<file path="src/rtl/ps2_hack_keyboard.sv">
// PS/2 set-2 receiver and decoder feeding the Hack keyboard register (0x6000).
// Define HACK_KBD_LOWERCASE_EN to enable Caps Lock and lowercase letters.
module ps2_hack_keyboard #(
    parameter int FILTER_LEN     = 8,
    parameter int TIMEOUT_CYCLES = 100000
) (
    input  logic       clk,
    input  logic       reset_n,
    input  logic       ps2_clk,
    input  logic       ps2_data,
    output logic [7:0] hack_scancode,
    output logic       key_strobe,
    output logic [7:0] rx_byte,
    output logic       rx_valid,
    output logic       frame_err
);
    localparam int FCW = $clog2(FILTER_LEN + 1);
    localparam int TCW = $clog2(TIMEOUT_CYCLES + 1);

    typedef enum logic [1:0] {IDLE, DATA, PARITY, STOP} rx_state_t;

    logic [1:0]     clk_sync, data_sync;
    logic           filt_clk, fall, fall_data;
    logic [FCW-1:0] filt_cnt;
    rx_state_t      state_q, state_d;
    logic [2:0]     bit_cnt;
    logic [7:0]     shift;
    logic           par_ok, rx_ok, rx_bad;
    logic [TCW-1:0] to_cnt;

    // Filtered clock flips only after FILTER_LEN consecutive disagreeing samples.
    // NOTE: sequential state uses non-blocking assignments so every flop samples pre-edge values.
    always_ff @(posedge clk or negedge reset_n) begin
        if (!reset_n) begin
            clk_sync  <= 2'b11;
            data_sync <= 2'b11;
            filt_clk  <= 1'b1;
            filt_cnt  <= '0;
            fall      <= 1'b0;
            fall_data <= 1'b1;
        end else begin
            clk_sync  <= {clk_sync[0], ps2_clk};
            data_sync <= {data_sync[0], ps2_data};
            fall      <= 1'b0;
            if (clk_sync[1] == filt_clk) begin
                filt_cnt <= '0;
            end else if (filt_cnt == FCW'(FILTER_LEN - 1)) begin
                filt_clk  <= clk_sync[1];
                filt_cnt  <= '0;
                fall      <= ~clk_sync[1];
                fall_data <= data_sync[1];
            end else begin
                filt_cnt <= filt_cnt + 1'b1;
            end
        end
    end

    // NOTE: every combinational output gets a default first so no latch is inferred.
    always_comb begin
        state_d = state_q;
        rx_ok   = 1'b0;
        rx_bad  = 1'b0;
        if (state_q != IDLE && !fall && to_cnt == TCW'(TIMEOUT_CYCLES - 1)) begin
            state_d = IDLE;
            rx_bad  = 1'b1;
        end else if (fall) begin
            case (state_q)
                IDLE:    if (!fall_data) state_d = DATA;
                DATA:    if (bit_cnt == 3'd7) state_d = PARITY;
                PARITY:  state_d = STOP;
                STOP: begin
                    state_d = IDLE;
                    if (fall_data && par_ok) rx_ok  = 1'b1;
                    else                     rx_bad = 1'b1;
                end
                default: state_d = IDLE;
            endcase
        end
    end

    always_ff @(posedge clk or negedge reset_n) begin
        if (!reset_n) begin
            state_q   <= IDLE;
            bit_cnt   <= '0;
            shift     <= '0;
            par_ok    <= 1'b0;
            to_cnt    <= '0;
            rx_byte   <= '0;
            rx_valid  <= 1'b0;
            frame_err <= 1'b0;
        end else begin
            state_q   <= state_d;
            rx_valid  <= rx_ok;
            frame_err <= rx_bad;
            if (fall || state_q == IDLE) to_cnt <= '0;
            else                         to_cnt <= to_cnt + 1'b1;
            if (fall) begin
                case (state_q)
                    IDLE:    bit_cnt <= '0;
                    DATA: begin
                        shift   <= {fall_data, shift[7:1]};
                        bit_cnt <= bit_cnt + 3'd1;
                    end
                    PARITY:  par_ok <= ^{shift, fall_data};
                    default: ;
                endcase
            end
            if (rx_ok) rx_byte <= shift;
        end
    end

    // Letters come back uppercase; lower adds 32 to them only.
    function automatic logic [7:0] key_code(input logic ext, input logic [7:0] b,
                                            input logic shifted, input logic lower);
        logic [7:0] c;
        c = 8'd0;
        if (ext) begin
            case (b)
                8'h6B: c = 8'd130; 8'h75: c = 8'd131; 8'h74: c = 8'd132; 8'h72: c = 8'd133;
                8'h6C: c = 8'd134; 8'h69: c = 8'd135; 8'h7D: c = 8'd136; 8'h7A: c = 8'd137;
                8'h70: c = 8'd138; 8'h71: c = 8'd139;
                default: c = 8'd0;
            endcase
        end else begin
            case (b)
                8'h1C: c = "A"; 8'h32: c = "B"; 8'h21: c = "C"; 8'h23: c = "D"; 8'h24: c = "E";
                8'h2B: c = "F"; 8'h34: c = "G"; 8'h33: c = "H"; 8'h43: c = "I"; 8'h3B: c = "J";
                8'h42: c = "K"; 8'h4B: c = "L"; 8'h3A: c = "M"; 8'h31: c = "N"; 8'h44: c = "O";
                8'h4D: c = "P"; 8'h15: c = "Q"; 8'h2D: c = "R"; 8'h1B: c = "S"; 8'h2C: c = "T";
                8'h3C: c = "U"; 8'h2A: c = "V"; 8'h1D: c = "W"; 8'h22: c = "X"; 8'h35: c = "Y";
                8'h1A: c = "Z";
                default: c = 8'd0;
            endcase
            if (c != 8'd0) begin
                if (lower) c = c + 8'd32;
            end else begin
                case (b)
                    8'h16: c = shifted ? "!" : "1";  8'h1E: c = shifted ? "@" : "2";
                    8'h26: c = shifted ? "#" : "3";  8'h25: c = shifted ? "$" : "4";
                    8'h2E: c = shifted ? "%" : "5";  8'h36: c = shifted ? "^" : "6";
                    8'h3D: c = shifted ? "&" : "7";  8'h3E: c = shifted ? "*" : "8";
                    8'h46: c = shifted ? "(" : "9";  8'h45: c = shifted ? ")" : "0";
                    8'h0E: c = shifted ? "~" : 8'd96;  8'h4E: c = shifted ? "_" : "-";
                    8'h55: c = shifted ? "+" : "=";  8'h54: c = shifted ? "{" : "[";
                    8'h5B: c = shifted ? "}" : "]";  8'h5D: c = shifted ? 8'd124 : 8'd92;
                    8'h4C: c = shifted ? ":" : ";";  8'h52: c = shifted ? 8'd34 : 8'd39;
                    8'h41: c = shifted ? "<" : ",";  8'h49: c = shifted ? ">" : ".";
                    8'h4A: c = shifted ? "?" : "/";  8'h29: c = 8'd32;
                    8'h5A: c = 8'd128; 8'h66: c = 8'd129; 8'h76: c = 8'd140;
                    8'h05: c = 8'd141; 8'h06: c = 8'd142; 8'h04: c = 8'd143; 8'h0C: c = 8'd144;
                    8'h03: c = 8'd145; 8'h0B: c = 8'd146; 8'h83: c = 8'd147; 8'h0A: c = 8'd148;
                    8'h01: c = 8'd149; 8'h09: c = 8'd150; 8'h78: c = 8'd151; 8'h07: c = 8'd152;
                    default: c = 8'd0;
                endcase
            end
        end
        return c;
    endfunction

    logic       ext, brk, shift_l, shift_r, shifted, lower_now, lower_alt;
    logic [7:0] make_code, alt_code;

    assign shifted = shift_l | shift_r;
`ifdef HACK_KBD_LOWERCASE_EN
    logic caps;
    always_ff @(posedge clk or negedge reset_n) begin
        if (!reset_n)                                           caps <= 1'b0;
        else if (rx_valid && !ext && !brk && rx_byte == 8'h58) caps <= ~caps;
    end
    assign lower_now = ~(shifted ^ caps);
    assign lower_alt = shifted ^ caps;
`else
    assign lower_now = 1'b0;
    assign lower_alt = 1'b0;
`endif
    // A release may arrive with a different shift state than its press, so match both forms.
    assign make_code = key_code(ext, rx_byte, shifted, lower_now);
    assign alt_code  = key_code(ext, rx_byte, ~shifted, lower_alt);

    always_ff @(posedge clk or negedge reset_n) begin
        if (!reset_n) begin
            ext           <= 1'b0;
            brk           <= 1'b0;
            shift_l       <= 1'b0;
            shift_r       <= 1'b0;
            hack_scancode <= '0;
            key_strobe    <= 1'b0;
        end else begin
            key_strobe <= 1'b0;
            if (frame_err) begin
                ext <= 1'b0;
                brk <= 1'b0;
            end else if (rx_valid) begin
                if (rx_byte == 8'hE0)      ext <= 1'b1;
                else if (rx_byte == 8'hF0) brk <= 1'b1;
                else if (rx_byte != 8'hE1) begin
                    ext <= 1'b0;
                    brk <= 1'b0;
                    if (!ext && rx_byte == 8'h12)      shift_l <= ~brk;
                    else if (!ext && rx_byte == 8'h59) shift_r <= ~brk;
                    else if (make_code != 8'd0) begin
                        if (!brk) begin
                            if (make_code != hack_scancode) begin
                                hack_scancode <= make_code;
                                key_strobe    <= 1'b1;
                            end
                        end else if (hack_scancode != 8'd0 &&
                                     (make_code == hack_scancode || alt_code == hack_scancode)) begin
                            hack_scancode <= 8'd0;
                            key_strobe    <= 1'b1;
                        end
                    end
                end
            end
        end
    end
endmodule

</file>
<file path="config.mk">
export PLATFORM = sky130hd
export DESIGN_NAME = ps2_hack_keyboard
export DESIGN_NICKNAME = d
export VERILOG_FILES = /design/src/rtl/ps2_hack_keyboard.sv
export SDC_FILE = /design/constraint.sdc
export NUM_CORES = 1
export LEC_CHECK = 0
export ABC_AREA = 1
export CAP_MARGIN = 40
export CORE_UTILIZATION = 55
export CTS_BUF_LIST = sky130_fd_sc_hd__clkbuf_8
export DETAILED_ROUTE_END_ITERATION = 16
export PLACE_DENSITY = 0.82
export SETUP_SLACK_MARGIN = 0.02
export SLEW_MARGIN = 20
export SYNTH_ARGS = -nofsm -noshare
export SYNTH_HDL_FRONTEND = slang
export SYNTH_SLANG_ARGS = --single-unit
export TNS_END_PERCENT = 20
</file>
<file path="constraint.sdc">
create_clock -name clk -period 6.6 [get_ports clk]
set_input_delay 1.32 -clock clk [delete_from_list [all_inputs] [get_ports clk]]
set_output_delay 1.32 -clock clk [all_outputs]
set_load 0.1 [all_outputs]
</file>
[After elaboration in Yosys (flattened, before gate mapping)]
Memory sizes are Yosys's and may differ from the RTL's.
Cells that the tools add are included.
Cells by class
  shift operators: 0
  divide/modulo/power cells: 0
  reduce and logical (&&, ||, !) cells: 33
  eq/ne operators: 67
  order comparisons: 0
  $mul: 0
  bitwise operators: 9
  multiplexer cells: 95
  $add $sub $neg: 3
Operators by type and width (count)
  $pmux W8 S37: 2
  $eq A8 B7 Y1 const B: 27
  $mux W5: 26
  $mux W8: 11
  $pmux W8 S10: 1
  $eq A8 B6 Y1 const B: 7
  $mux W7: 6
  $eq A8 B4 Y1 const B: 5
  $mux W6: 6
  $eq A8 B3 Y1 const B: 4
  $mux W1: 32
  $reduce_bool A8 Y1: 4
  $eq A8 B5 Y1 const B: 3
  $eq A8 B8 Y1 const B: 3
  $add A17 B1 Y17 const B: 1
  $eq A17 B17 Y1 const B: 1
  $mux W17: 1
  $eq A8 B8 Y1: 2
  $reduce_and A10 Y1: 1
  $reduce_bool A2 Y1: 5
  $ne A3 B3 Y1 const B: 3
  $reduce_and A3 Y1: 3
  $reduce_xor A9 Y1: 1
  $eq A8 B1 Y1 const B: 1
  27 further kinds: 51
Storage, ports and cells
  flip-flop bits (word level): 65
  bits in latches: 0
  word-level logic and storage cells: 229
  bits of input ports: 4
  memories: 2
  RAM bits: 0
  memory bits (read-only): 1536
Memories
  (no name shown): depth 128, bits a word 6, read ports 1, clocked after memory_dff 0, write ports 0, line 125  | case (b)
  (no name shown): depth 128, bits a word 6, read ports 1, clocked after memory_dff 0, write ports 0, line 125

[Longest topological paths before layout]
An unclocked memory read counts as a cell.
  word-level depth: 19
  mapped depth: 28
  mapped depth without buffers: 27

[Worst setup path after synthesis]
Ideal clock, no wire load.
  path kind: reg-to-reg
  start: reg rx_byte[1]
  end: reg hack_scancode[1]
  path buffers: 1
  stages on the path, launching flop included: 28
  required time: 6.477 ns
  setup slack: 2.873 ns
  period minus slack after synthesis: 3.727 ns
  arrival: 3.604 ns
  path through: dfrtp_1 -> inv_1 -> ha_1 -> buf_2 -> nand2_1 -> nand2_1 -> nand2_1 -> nor2_1 -> nor2_1 -> nor2_1 -> nor2_2 -> nand2_2 -> nor2_4 -> nand2_4 -> nand2_1 -> nand2_1 -> nand2_1 -> nand2_1 -> nand2_1 -> nand2_1 -> nor2_2 -> nand3_2 -> nand2_2 -> nand2_4 -> nand2_4 -> nand2_8 -> nand2_1 -> nand2_1
Between the ends
  cells in the longest elaborated chain, start to end: 11
  elaborated cells on any way between the ends: 84
RTL lines
  start: declaration: line 13  | output logic [7:0] rx_byte,
  start signal: assignment: line 108  | if (rx_ok) rx_byte <= shift;
  $mem_v2 Z128 W6
  $mux W8: line 125
  $mux W8: line 117  | if (ext) begin
  $reduce_bool A8 Y1: line 134  | if (c != 8'd0) begin
  $mux W8: line 134
  $mux W8: line 117
  $eq A8 B8 Y1: line 208  | (make_code == hack_scancode || alt_code == hack_scancode)) begin
  $logic_or A1 B1 Y1: line 208
  $logic_and A1 B1 Y1: line 207  | end else if (hack_scancode != 8'd0 &&
  $ne A2 B1 Y1 (no line)
  $reduce_and A10 Y1 (no line)
  end signal: assignment: line 204  | hack_scancode <= make_code;
  end: declaration: line 11  | output logic [7:0] hack_scancode,
Parallel ways exist; a longest one is shown, timed or not. The select of a mux whose other input is x is not followed.
A chain may end at the register's enable or synchronous reset.

[Final worst setup path]
  start: reg rx_byte[1]
  end: reg hack_scancode[3]
Same word-level chain as after synthesis.

==> summary.md <==
| Metric | Value |
|---|---|
| Final hold slack | approximately 0.36 ns |
| Max-Cap Viols | 0 |
| Routed len/inst | about 15 µm |
| Initial antenna violation count | 0 |
| Detailed-route via count | approximately 5700 |
| DRC viols | 0 |
| Hold Buf Count CTS | 0 |
| Final core occ | approximately 66% |
| Pre-antenna DRT Iters | 5 |
| DIE AREA | just over 0.01 mm² |
| FP Rows | 35 |
| Setup bufs post-CTS | 0 |
| Synth area leader | dfrtp_1 |
| R2R depth | 20 |
| Worst-Skew Late Latency | about 0.34 ns |
| Die X | between 100 and 150 µm |
| Max-slew violations | 0 |
| Nature of the critical path endpoint | register |
| CTS tree | built |
| Clock-pin slew on the worst setup and hold paths | around 0.08 ns |
| Area growth syn-to-layout | 15.10% |
| Mapped Area | about 0.0053 mm² |
| Crit path max fanout | 10 |
| Hold Path Class | reg2reg |
| Syn_nets | between 800 and 900 |
| Setup CP Type | reg2reg |
| Synth cell types | 46 |
| R2R Path End | hack_scancode[3]$_DFFE_PN0P_ |
| Setup TNS | 0 ns |
| Number of I/O port buffers | 22 |
| Pleak | around 0.0031 µW |
| CTS resizes | 0 |
| Register area share after synthesis | a little under a third |
| Post-Layout Cell Count | between 1000 and 1500 |
| WP data arrival | around 3.8 ns |
| Initial DRC count | between 400 and 500 |
| Top FF cell, synth | dfrtp_1 |
| Most common library cells after synthesis | nand2_1, nor2_1, nand3_1 |
| Routed vias/inst | 5.647 |
| Syn Area/Cell | between 6 and 7 µm² |
| VDD IR max | approximately 0.00017 V |
| Fillcell total | between 800 and 900 |
| Fmax achieved | between 200 and 300 MHz |
| Htree depth | 3 |
| Most common cell in the netlist | nand2_1 |
| Min Tclk post-route | roughly 3.6 ns |
| TritonCTS Buffers | 9 |
| Largest net degree at the start of global routing | 66 |
| Reg2reg start | rx_byte[1]$_DFFE_PN0P_ |
| Final worst path period share | 54.58% |
| #FFs+latches synth | 65 |
| Inst Count DP | just under 1000 |
| Yosys warnings | 0 |
| First-pass GRT wire length | 25250 µm |
| Clock Sinks | 65 |
| DRT Wirelength | ~15000 µm |
| Nets | 889 |
| Hold_sp | data_sync[0]$_DFF_PN1_ |
| Initial Util | between 50% and 60% |
| IO Pins | 23 |
| Vias in the first global route | roughly 5500 |
| Synth top area share | 27.67% |
| Hpwl dp | approximately 12000 µm |
| Worst Skew | approximately 0.014 ns |
| RSZ-0062 raised after global routing | false |
| Relative slew slack | 54.85% |
| Top cells by area, synth | dfrtp_1, nand2_1, nand3_1 |
| Endpoints failing setup | 0 |
| Power Dens Cells | 139.7 mW/mm² |
| Core area | between 0.009 and 0.01 mm² |
| GRT overflow | 0 |
| Post-synthesis async set-or-reset flop share | 100.0% |
| Die Ht | between 100 and 150 µm |
| Post-synth EDFFs | 0 |
| Overall routing resource usage | 31.81% |
| FF-to-FF setup slack | around 3.0 ns |
| Syn Inst Count | ~830 |
| Layout cells sized above 1 | about an eighth |
| Slew @ Worst Pin | approximately 0.67 ns |
| WHS Endpoint | data_sync[1]$_DFF_PN1_ |
| Crit path required time | 6.83 ns |
| Antenna Nets Post-Route | 0 |
| Clk buf depth | 2 |
| Critical Path Source Type | register |
| Hold Fails Final Rpt | 0 |
| GPL Wtd Cong | between 0.9 and 1 |
| # diodes | 0 |
| Root buf cell | clkbuf_8 |
| Status | complete, no violations |
| Hold Path Cell Cnt | 0 |
==> power breakdown <==
group / switching, µW / internal, µW / total [µW] / leakage [µW]
registers: 15.2 / 418 / 433 / 0.000885
clock network: 168 / 186 / 354 / 0.000107
logic: 45.1 / 24.8 / 69.9 / 0.00214
==> cells by family (layout without fill, tap and decap cells) <==
logic type	after synthesis	count (layout)	synth area share, %
AND/OR/NAND/NOR	544	544	45.96
buffers and inverters	113	155	8.840
adder cells (fa/ha/maj)	15	15	3.517
XOR/XNOR	12	12	1.970
flip-flops	65	65	30.62
AO/OA/AOI/OAI	84	84	9.097
==> metal layers <==
layer,up-vias,wire [µm],GRT usage (%)
met3,49,764,4.508
met2,196,7566,55.58
met5,-,0,0
met1,2665,6358,38.82
li1,2760,-,-
met4,0,557,14.72
==> cell type report <==
type                       instances  area [µm²]  share of cell area [%]
inverter                          95       356.6                   5.806
multi-input combinational        655        3231                   52.60
clock buffer                      10       137.6                   2.241
tap                              129       161.4                   2.628
clock inverter                     6       66.31                   1.080
timing repair buffer              44       555.5                   9.045
sequential                        65        1634                   26.60
==> critical path: stages, from the launching register on <==
cell	delay, ns
dfrtp_1	0.46
inv_1	0.18
ha_1	0.28
nand2_1	0.31
nor2_1	0.18
o21ai_0	0.18
nand3b_1	0.10
nor2_1	0.25
nand4_1	0.22
o21ai_1	0.31
nand2_1	0.08
nand2_1	0.10
nand3_1	0.10
nor2_2	0.13
nand3_2	0.10
nand2_2	0.10
nand2_4	0.05
nand2_4	0.13
nand2_8	0.10
nand2_2	0.07
nand2_1	0.06
==> sequential cells by signal (all words and copies together) (netlist names), 2 cells and up <==
signal / cells
clk_sync: 2
state_q: 2
hack_scancode: 8
filt_cnt: 4
bit_cnt: 3
rx_byte: 8
data_sync: 2
shift: 8
to_cnt: 17
==> placed cells by master, fill, tap and decap left out, types with 3 or more instances in the layout <==
| cell type | n |
|---|---|
| nand2_2 | 24 |
| dfstp_2 | 6 |
| xor2_1 | 6 |
| nand3_1 | 99 |
| nand4_1 | 16 |
| nand3_2 | 4 |
| xnor2_1 | 6 |
| nand2_4 | 3 |
| dfrtp_1 | 59 |
| inv_2 | 7 |
| nand3b_1 | 3 |
| nand2_1 | 236 |
| inv_1 | 86 |
| nor3_1 | 15 |
| nor2_4 | 4 |
| buf_8 | 18 |
| nor2_1 | 121 |
| nor3b_1 | 3 |
| clkbuf_8 | 10 |
| a21oi_1 | 25 |
| ha_1 | 15 |
| clkdlybuf4s50_1 | 21 |
| o21ai_0 | 42 |
| nor2_2 | 9 |
==> worst max-delay path by stage <==
stage | end | slack [ns] | cells after the start | start
after floorplan | hack_scancode[1]$_DFFE_PN0P_ | 2.87 | 27 | rx_byte[1]$_DFFE_PN0P_
after global placement | hack_scancode[1]$_DFFE_PN0P_ | 3.20 | 20 | rx_byte[1]$_DFFE_PN0P_
after detailed placement | hack_scancode[1]$_DFFE_PN0P_ | 3.06 | 20 | rx_byte[1]$_DFFE_PN0P_
after CTS | hack_scancode[3]$_DFFE_PN0P_ | 3.05 | 20 | rx_byte[1]$_DFFE_PN0P_
after global routing | hack_scancode[3]$_DFFE_PN0P_ | 2.67 | 20 | rx_byte[1]$_DFFE_PN0P_
final | hack_scancode[3]$_DFFE_PN0P_ | 3.00 | 20 | rx_byte[1]$_DFFE_PN0P_
==> through the flow <==
stage | power [µW] | setup WS [ns] | area [µm²]
final | 857.8 | 2.997 | 6142
after global routing | 890.6 | 2.675 | 6142
after CTS | 861.0 | 3.048 | 6115
after detailed placement | 508.0 | 3.063 | 5911
after global placement | 499.6 | 3.196 | 5613
after floorplan | 480.5 | 2.873 | 5336
Note: power is estimated with default switching activity, not from simulation.
